==> config.mk <==
export PLATFORM = sky130hd
export DESIGN_NAME = lfa_mp_add_seq
export DESIGN_NICKNAME = d
export VERILOG_FILES = /design/src/rtl/lfa_mp_add_seq.sv
export SDC_FILE = /design/constraint.sdc
export NUM_CORES = 1
export LEC_CHECK = 0
export BUFFER_PORTS_ARGS = -buffer_cell sky130_fd_sc_hd__buf_2
export CORE_MARGIN = 1.5
export CORE_UTILIZATION = 56
export DETAILED_ROUTE_END_ITERATION = 16
export GPL_TIMING_DRIVEN = 0
export PLACE_DENSITY = 0.9
export SLEW_MARGIN = 20
export SYNTH_ARGS = -nofsm -noshare
export SYNTH_HDL_FRONTEND = slang
export SYNTH_SLANG_ARGS = --single-unit
==> constraint.sdc <==
create_clock -name CLK -period 9.73 [get_ports CLK]
set_input_delay 1.946 -clock CLK [delete_from_list [all_inputs] [get_ports CLK]]
set_output_delay 1.946 -clock CLK [all_outputs]
set_load 0.1 [all_outputs]
==> src/rtl/lfa_mp_add_seq.sv <==
// Multi-precision add/subtract sequencer: streams W-bit word pairs LSW first through a
// Ladner-Fischer prefix adder with chained carry. Optional signed overflow: LFA_MP_SIGNED_OVF_EN.
module lfa_mp_add_seq #(
    parameter int W         = 24,
    parameter int MAX_WORDS = 16,
    parameter int CW        = 4
) (
    input  logic          CLK,
    input  logic          RST,
    input  logic          IN_VALID,
    output logic          IN_READY,
    input  logic [W-1:0]  IN_X,
    input  logic [W-1:0]  IN_Y,
    input  logic          IN_SUB,
    input  logic          IN_LAST,
    output logic          OUT_VALID,
    input  logic          OUT_READY,
    output logic [W-1:0]  OUT_S,
    output logic [CW-1:0] OUT_IDX,
    output logic          OUT_LAST,
    output logic          OUT_CARRY,
    output logic          OUT_ERR
`ifdef LFA_MP_SIGNED_OVF_EN
    ,
    output logic          OUT_OVF
`endif
);

    typedef enum logic {IDLE, BUSY} state_t;

    state_t        state, state_n;
    logic [CW-1:0] idx, idx_n, cur_idx;
    logic          carry_reg, carry_n, sub_reg, sub_n;
    logic          accept, first, sub_eff, cin, forced, last_w;
    logic [W-1:0]  yeff;
    logic [W:0]    result;

    // Sklansky-style Ladner-Fischer prefix adder; carry-in folded into bit 0's generate.
    function automatic logic [W:0] lf_add(input logic [W-1:0] a, input logic [W-1:0] b,
                                          input logic ci);
        logic [W-1:0] g, p, gl, pl, gn, pn;
        int j;
        g  = a & b;
        p  = a ^ b;
        gl = g;
        gl[0] = g[0] | (p[0] & ci);
        pl = p;
        for (int l = 0; (1 << l) < W; l++) begin
            gn = gl;
            pn = pl;
            for (int i = 0; i < W; i++) begin
                if (((i >> l) & 1) != 0) begin
                    j = ((i >> l) << l) - 1;
                    gn[i] = gl[i] | (pl[i] & gl[j]);
                    pn[i] = pl[i] & pl[j];
                end
            end
            gl = gn;
            pl = pn;
        end
        return {gl[W-1], p ^ {gl[W-2:0], ci}};
    endfunction

    assign IN_READY = !OUT_VALID || OUT_READY;
    assign accept   = IN_VALID && IN_READY;

    // NOTE: always_comb assigns every output a default first, so no path can infer a latch.
    always_comb begin
        first   = (state == IDLE);
        sub_eff = first ? IN_SUB : sub_reg;
        cin     = first ? IN_SUB : carry_reg;
        yeff    = sub_eff ? ~IN_Y : IN_Y;
        result  = lf_add(IN_X, yeff, cin);
        cur_idx = first ? '0 : idx;
        forced  = !first && (idx == CW'(MAX_WORDS - 1)) && !IN_LAST;
        last_w  = IN_LAST || forced;

        state_n = state;
        idx_n   = idx;
        carry_n = carry_reg;
        sub_n   = sub_reg;
        if (accept) begin
            carry_n = result[W];
            sub_n   = sub_eff;
            if (last_w) begin
                state_n = IDLE;
                idx_n   = '0;
            end else begin
                state_n = BUSY;
                idx_n   = cur_idx + CW'(1);
            end
        end
    end

    // NOTE: sequential state uses non-blocking assignments so every register samples pre-edge values.
    always_ff @(posedge CLK or posedge RST) begin
        if (RST) begin
            state     <= IDLE;
            idx       <= '0;
            carry_reg <= 1'b0;
            sub_reg   <= 1'b0;
        end else begin
            state     <= state_n;
            idx       <= idx_n;
            carry_reg <= carry_n;
            sub_reg   <= sub_n;
        end
    end

    // Output register loads on every accept and holds while stalled.
    always_ff @(posedge CLK or posedge RST) begin
        if (RST) begin
            OUT_VALID <= 1'b0;
            OUT_S     <= '0;
            OUT_IDX   <= '0;
            OUT_LAST  <= 1'b0;
            OUT_CARRY <= 1'b0;
            OUT_ERR   <= 1'b0;
        end else if (accept) begin
            OUT_VALID <= 1'b1;
            OUT_S     <= result[W-1:0];
            OUT_IDX   <= cur_idx;
            OUT_LAST  <= last_w;
            OUT_CARRY <= last_w & result[W];
            OUT_ERR   <= forced;
        end else if (OUT_READY) begin
            OUT_VALID <= 1'b0;
        end
    end

`ifdef LFA_MP_SIGNED_OVF_EN
    always_ff @(posedge CLK or posedge RST) begin
        if (RST) begin
            OUT_OVF <= 1'b0;
        end else if (accept) begin
            OUT_OVF <= last_w && (IN_X[W-1] == yeff[W-1]) && (result[W-1] != IN_X[W-1]);
        end
    end
`endif

endmodule
# ---- Word level (Yosys, flattened, before mapping)
# Cells that the tools add are included.
dict set report word_totals {
  register_bits 39
  out_inout_bits 33
  word_cells 168
}
dict set report op_classes {
  add_sub_neg 1
  eq_ne 1
  mux 8
  n_bitwise 140
  reduce_logical 8
}
# cell n
set op_table {}
lappend op_table {{$and A1 B1 Y1} 83}
lappend op_table {{$or A1 B1 Y1} 53}
lappend op_table {{$xor A24 B24 Y24} 2}
lappend op_table {{$and A24 B24 Y24} 1}
lappend op_table {{$mux W24} 1}
lappend op_table {{$not A24 Y24} 1}
lappend op_table {{$mux W4} 2}
lappend op_table {{$mux W1} 5}
lappend op_table {{$add A4 B1 Y4 const B} 1}
lappend op_table {{$eq A4 B4 Y1 const B} 1}
lappend op_table {{$logic_and A1 B1 Y1} 3}
lappend op_table {{$logic_not A1 Y1} 2}
lappend op_table {{$logic_or A1 B1 Y1} 2}
lappend op_table {{$reduce_bool A2 Y1} 1}

# ---- Depth between registers and ports, before layout
dict set report logic_depth {
  depth_word 16
  depth_mapped 14
  depth_no_buf 13
}

# ---- Least setup slack after synthesis
# OpenSTA, ideal clock, no wires.
dict set report synth_path {
  kind {input-to-reg}
  from {input IN_SUB}
  to {register OUT_S[17]}
  setup_ps 83
  arrival_time_ps 4950
  required_time_ps 9647
  path_slack_ps 4697
  stages 13
  path_buffers 0
  cell_sequence {nor2b_1 -> a21oi_1 -> xor2_1 -> fa_1 -> fa_1 -> nor2b_1 -> o2111ai_1 -> a21oi_2 -> o21ai_4 -> and2_2 -> fa_1 -> xor2_1 -> o21ai_0}
}
dict set report synth_between {
  elab_chain_len 16
  word_cells_on_any_way 51
}
# element line
set synth_rtl {}
lappend synth_rtl {{start: declaration} 14} ;# input logic IN_SUB,
lappend synth_rtl {{$mux W1} 70} ;# sub_eff = first ? IN_SUB : sub_reg;
lappend synth_rtl {{$mux W24} 72} ;# yeff = sub_eff ? ~IN_Y : IN_Y;
lappend synth_rtl {{$xor A24 B24 Y24} 44} ;# p = a ^ b;
lappend synth_rtl {{$and A1 B1 Y1} 46} ;# gl[0] = g[0] | (p[0] & ci);
lappend synth_rtl {{$or A1 B1 Y1} 46}
lappend synth_rtl {{$and A1 B1 Y1} 54} ;# gn[i] = gl[i] | (pl[i] & gl[j]);
lappend synth_rtl {{$or A1 B1 Y1} 54}
lappend synth_rtl {{$and A1 B1 Y1} 54}
lappend synth_rtl {{$or A1 B1 Y1} 54}
lappend synth_rtl {{$and A1 B1 Y1} 54}
lappend synth_rtl {{$or A1 B1 Y1} 54}
lappend synth_rtl {{$and A1 B1 Y1} 54}
lappend synth_rtl {{$or A1 B1 Y1} 54}
lappend synth_rtl {{$and A1 B1 Y1} 54}
lappend synth_rtl {{$or A1 B1 Y1} 54}
lappend synth_rtl {{$xor A24 B24 Y24 *} 61} ;# return {gl[W-1], p ^ {gl[W-2:0], ci}};
lappend synth_rtl {{end signal: assignment} 121} ;# OUT_S <= result[W-1:0];
lappend synth_rtl {{end: declaration} 18} ;# output logic [W-1:0] OUT_S,
# Every way passes the cells marked *; elsewhere a longest branch is shown, timed or not.
# A chain may end at the register's enable or synchronous reset.

# ---- Worst setup path in the final report
dict set report layout_path {
  from {input IN_SUB}
  to {register OUT_S[9]}
}
dict set report layout_between {
  elab_chain_len 14
  word_cells_on_any_way 28
}
# element line
set layout_rtl {}
lappend layout_rtl {{$mux W1} 70}
lappend layout_rtl {{$mux W24} 72}
lappend layout_rtl {{$xor A24 B24 Y24} 44}
lappend layout_rtl {{$and A1 B1 Y1} 46}
lappend layout_rtl {{$or A1 B1 Y1} 46}
lappend layout_rtl {{$and A1 B1 Y1} 54}
lappend layout_rtl {{$or A1 B1 Y1} 54}
lappend layout_rtl {{$and A1 B1 Y1} 54}
lappend layout_rtl {{$or A1 B1 Y1} 54}
lappend layout_rtl {{$and A1 B1 Y1} 54}
lappend layout_rtl {{$or A1 B1 Y1} 54}
lappend layout_rtl {{$and A1 B1 Y1} 54}
lappend layout_rtl {{$or A1 B1 Y1} 54}
lappend layout_rtl {{$xor A24 B24 Y24 *} 61}
# Marks and branches as above.

==> metrics.csv <==
metric,value,unit
status,"complete, no violations",
start_util,0.579,
h-tree-depth,2,
cts-root-to-sink-buffers,2,
syn_avg_cell_area,9.50,µm²
stdcell_area,3410,µm²
crit_path_start_kind,input port,
drc,0,
fin_setup_tns,0,ns
clkSinkCount,39,
report.final.setup_viol,0,
synth_sequential_area_ratio,0.357,
die-area,5310,µm²
grt_first_pass_wirelength,10.6,mm
postPlaceCellArea,3280,µm²
crit_required,9.90,ns
grt-ovfl-total,0,
post_drt_via_cell_ratio,5.45,
yosys_register_bits,39,
antenna-diode-count,0,
gp_congestion,0.782,
number_of_standard_cells_after_synthesis,288,
grt_start_max_net_pins,25,
min-delay-path-class,register to register,
num_io_pins,87,
tritoncts.num_buffers,5,
max_cap_violations,0,
finalHoldViolations,0,
timing_max_transition_violations_final,0,
initial_detailed_routing_violation_count,164,
crit_type,input port to register,
numPortBuffers,86,
dominantRegCellSynth,dfrtp_1,
worst_ep_arrival_time,5.56,ns
synth.cell_area,2740,µm²
synthesis.nets,371,
synth.yosys.warnings,0,
post_route_cells_drive_above_1_share,0.300,
largest_registers,"OUT_S (24), OUT_IDX (4), idx (4)",
placed_wire_length_estimate,5.09,mm
clkLatencyLatePin,0.30,ns
tritoncts,yes,
largest_reg_by_ff_count,OUT_S,
leakagePower,1.69,nW
worst-r2r-setup-slack,5.44,ns
drt_first_pass_iters,4,
cp-end-kind,register,
cellPowerDensity,302,nW/µm²
vdd.ir_drop.worst,0.000229,V
detailed_route_wire_length_per_cell,14.5,µm
clk_transition_reported_paths,0.08,ns
route.antenna.remaining_nets,0,
die_width,72.9,µm
post_synth_num_cell_types,53,
largest_reg_flops,24,
grt.total_usage,0.261,
netlist.top_cell.by_area,dfrtp_1,
top_cell_type_s_share_of_synthesized_area,0.357,
async_flop_share,1.00,
cts_setup_buffers,0,
floorplan.die.height,72.9,µm
routed_wl,6.54,mm
via_count,2453,
areaGrowthSynthToFinish,24.6,%
fmaxAchievable,186,MHz
final_period_minus_worst_setup_slack,5.39,ns
postCtsHoldBufs,0,
cts_repair_resize_count,0,
tightestPinTransition,0.834,ns
timing.slew.headroom,0.440,
synth_enable_flop_cells,0,
worst-path-max-fanout,10,
first_global_vias,2347,
rsz0062_at_grt,no,
cts_root_buf,clkbuf_8,
fin_nets,465,
timing.final.crit_share,0.554,
post_synth_main_area_contributors,"dfrtp_1 (36%), ha_1 (11%), xnor2_1 (10%), nand2_1 (5.9%), o21ai_0 (4.6%)",
worst_clock_skew,0.00907,ns
row_count,25,
design.core.area,4720,µm²
grt_antenna_before_repair,0,
per-stage QoR:
stage | hold WS, ns | power [mW] | instances | setup WS (ns) | utilization
6_report | 0.476 | 1.03 | 450 | 4.34 | 0.722
3_3_place_gp | 0.447 | 0.848 | 441 | 4.15 | 0.688
2_1_floorplan | 0.450 | 0.755 | 288 | 4.70 | -
5_1_grt | 0.502 | 1.08 | 450 | 4.02 | 0.722
4_1_cts | 0.480 | 1.03 | 450 | 4.37 | 0.722
3_5_place_dp | 0.463 | 0.867 | 442 | 4.06 | 0.694
cell type report:
cell class / instances / area [µm²]
Fill cell: 381 / 1310
Timing Repair Buffer: 87 / 458
Buffer: 10 / 57.6
Inverter: 14 / 52.6
Clock buffer: 6 / 72.6
Sequential cell: 39 / 976
Multi-Input combinational cell: 225 / 1650
Clock inverter: 2 / 60.1
Tap cell: 67 / 83.8
report_power, final:
group,internal (mW),switching [mW],leakage (nW)
combinational,0.145,0.485,1.14
sequential,0.209,0.0279,0.489
clock,0.103,0.0615,0.0654
total,0.456,0.575,1.69
path summary, 6_finish.rpt:
kind / endpoint / from / cells after the start
max reg2reg: OUT_S[9] / state / 14
max in group asynchronous: state / RST / 3
min reg2reg: OUT_IDX[3] / OUT_IDX[3] / 2
max: OUT_S[9] / IN_SUB / 14
min: OUT_IDX[3] / OUT_IDX[3] / 2
min in group asynchronous: OUT_S[15] / RST / 2
synth_stat cells (all sizes together) (2+ instances only):
cell type and instances:
a31oi 2, dfrtp 39, o21bai 3, o31ai 2
fa 6, nor2b 2, nor3 3, xor2 6
nand3 6, a21oi 14, nand2b 3, a22o 2
nor2 14, ha 23, o21ai 27, o21a 2
inv 14, and3 3, clkbuf 7, and2 4
o2111ai 2, a21o 7, xnor2 32, buf 3
nand2 43
worst max-delay path, cell delays in order:
cell and delay, ns:
buf_2 0.10, nor2b_1 0.13, a21oi_1 0.64, buf_2 0.44
xnor2_1 0.22, ha_1 0.28, nor2b_1 0.15, o2111ai_1 0.38
a21boi_0 0.26, o21ai_0 0.30, nand2b_1 0.11, fa_1 0.38
xnor2_1 0.13, o21ai_0 0.09
per-layer routing:
layer  GRT usage  vias up  routed length, µm
met5           0        -                  0
met4      0.0839        0                110
met3      0.0580       13                364
met2       0.471       84               3400
met1       0.306     1180               2670
li1            -     1176                  -
cells in the final DEF (no fill, tap or decap), types with 2 or more instances in the layout:
cell	instances
a22o_1	2
fa_1	6
xor2_1	6
a21oi_1	11
dfrtp_1	39
nor2_1	14
o21a_1	2
o21ai_0	25
buf_2	88
xnor2_1	32
nand2_1	43
and2_2	2
nand2b_1	3
bufinv_16	2
o2111ai_1	2
and2_1	2
o21bai_1	3
a21oi_2	3
a21o_2	2
nand3_1	6
inv_1	13
o31ai_1	2
a21o_1	5
clkbuf_8	6
clkbuf_1	7
nor3_1	3
and3_2	2
nor2b_1	2
ha_1	23
logic make-up (layout without fill, tap and decap cells):
group                    count (synthesis)  in the layout  share of synthesized area
AND/OR/NAND/NOR                         87             87                      0.150
AO/OA/AOI/OAI                           69             69                      0.175
flip-flops                              39             39                      0.357
XOR/XNOR                                38             38                      0.122
adder cells (fa/ha/maj)                 29             29                      0.149
buffers and inverters                   24            119                     0.0402
multiplexers                             2              2                    0.00777
(Power assumes the default switching activity.)
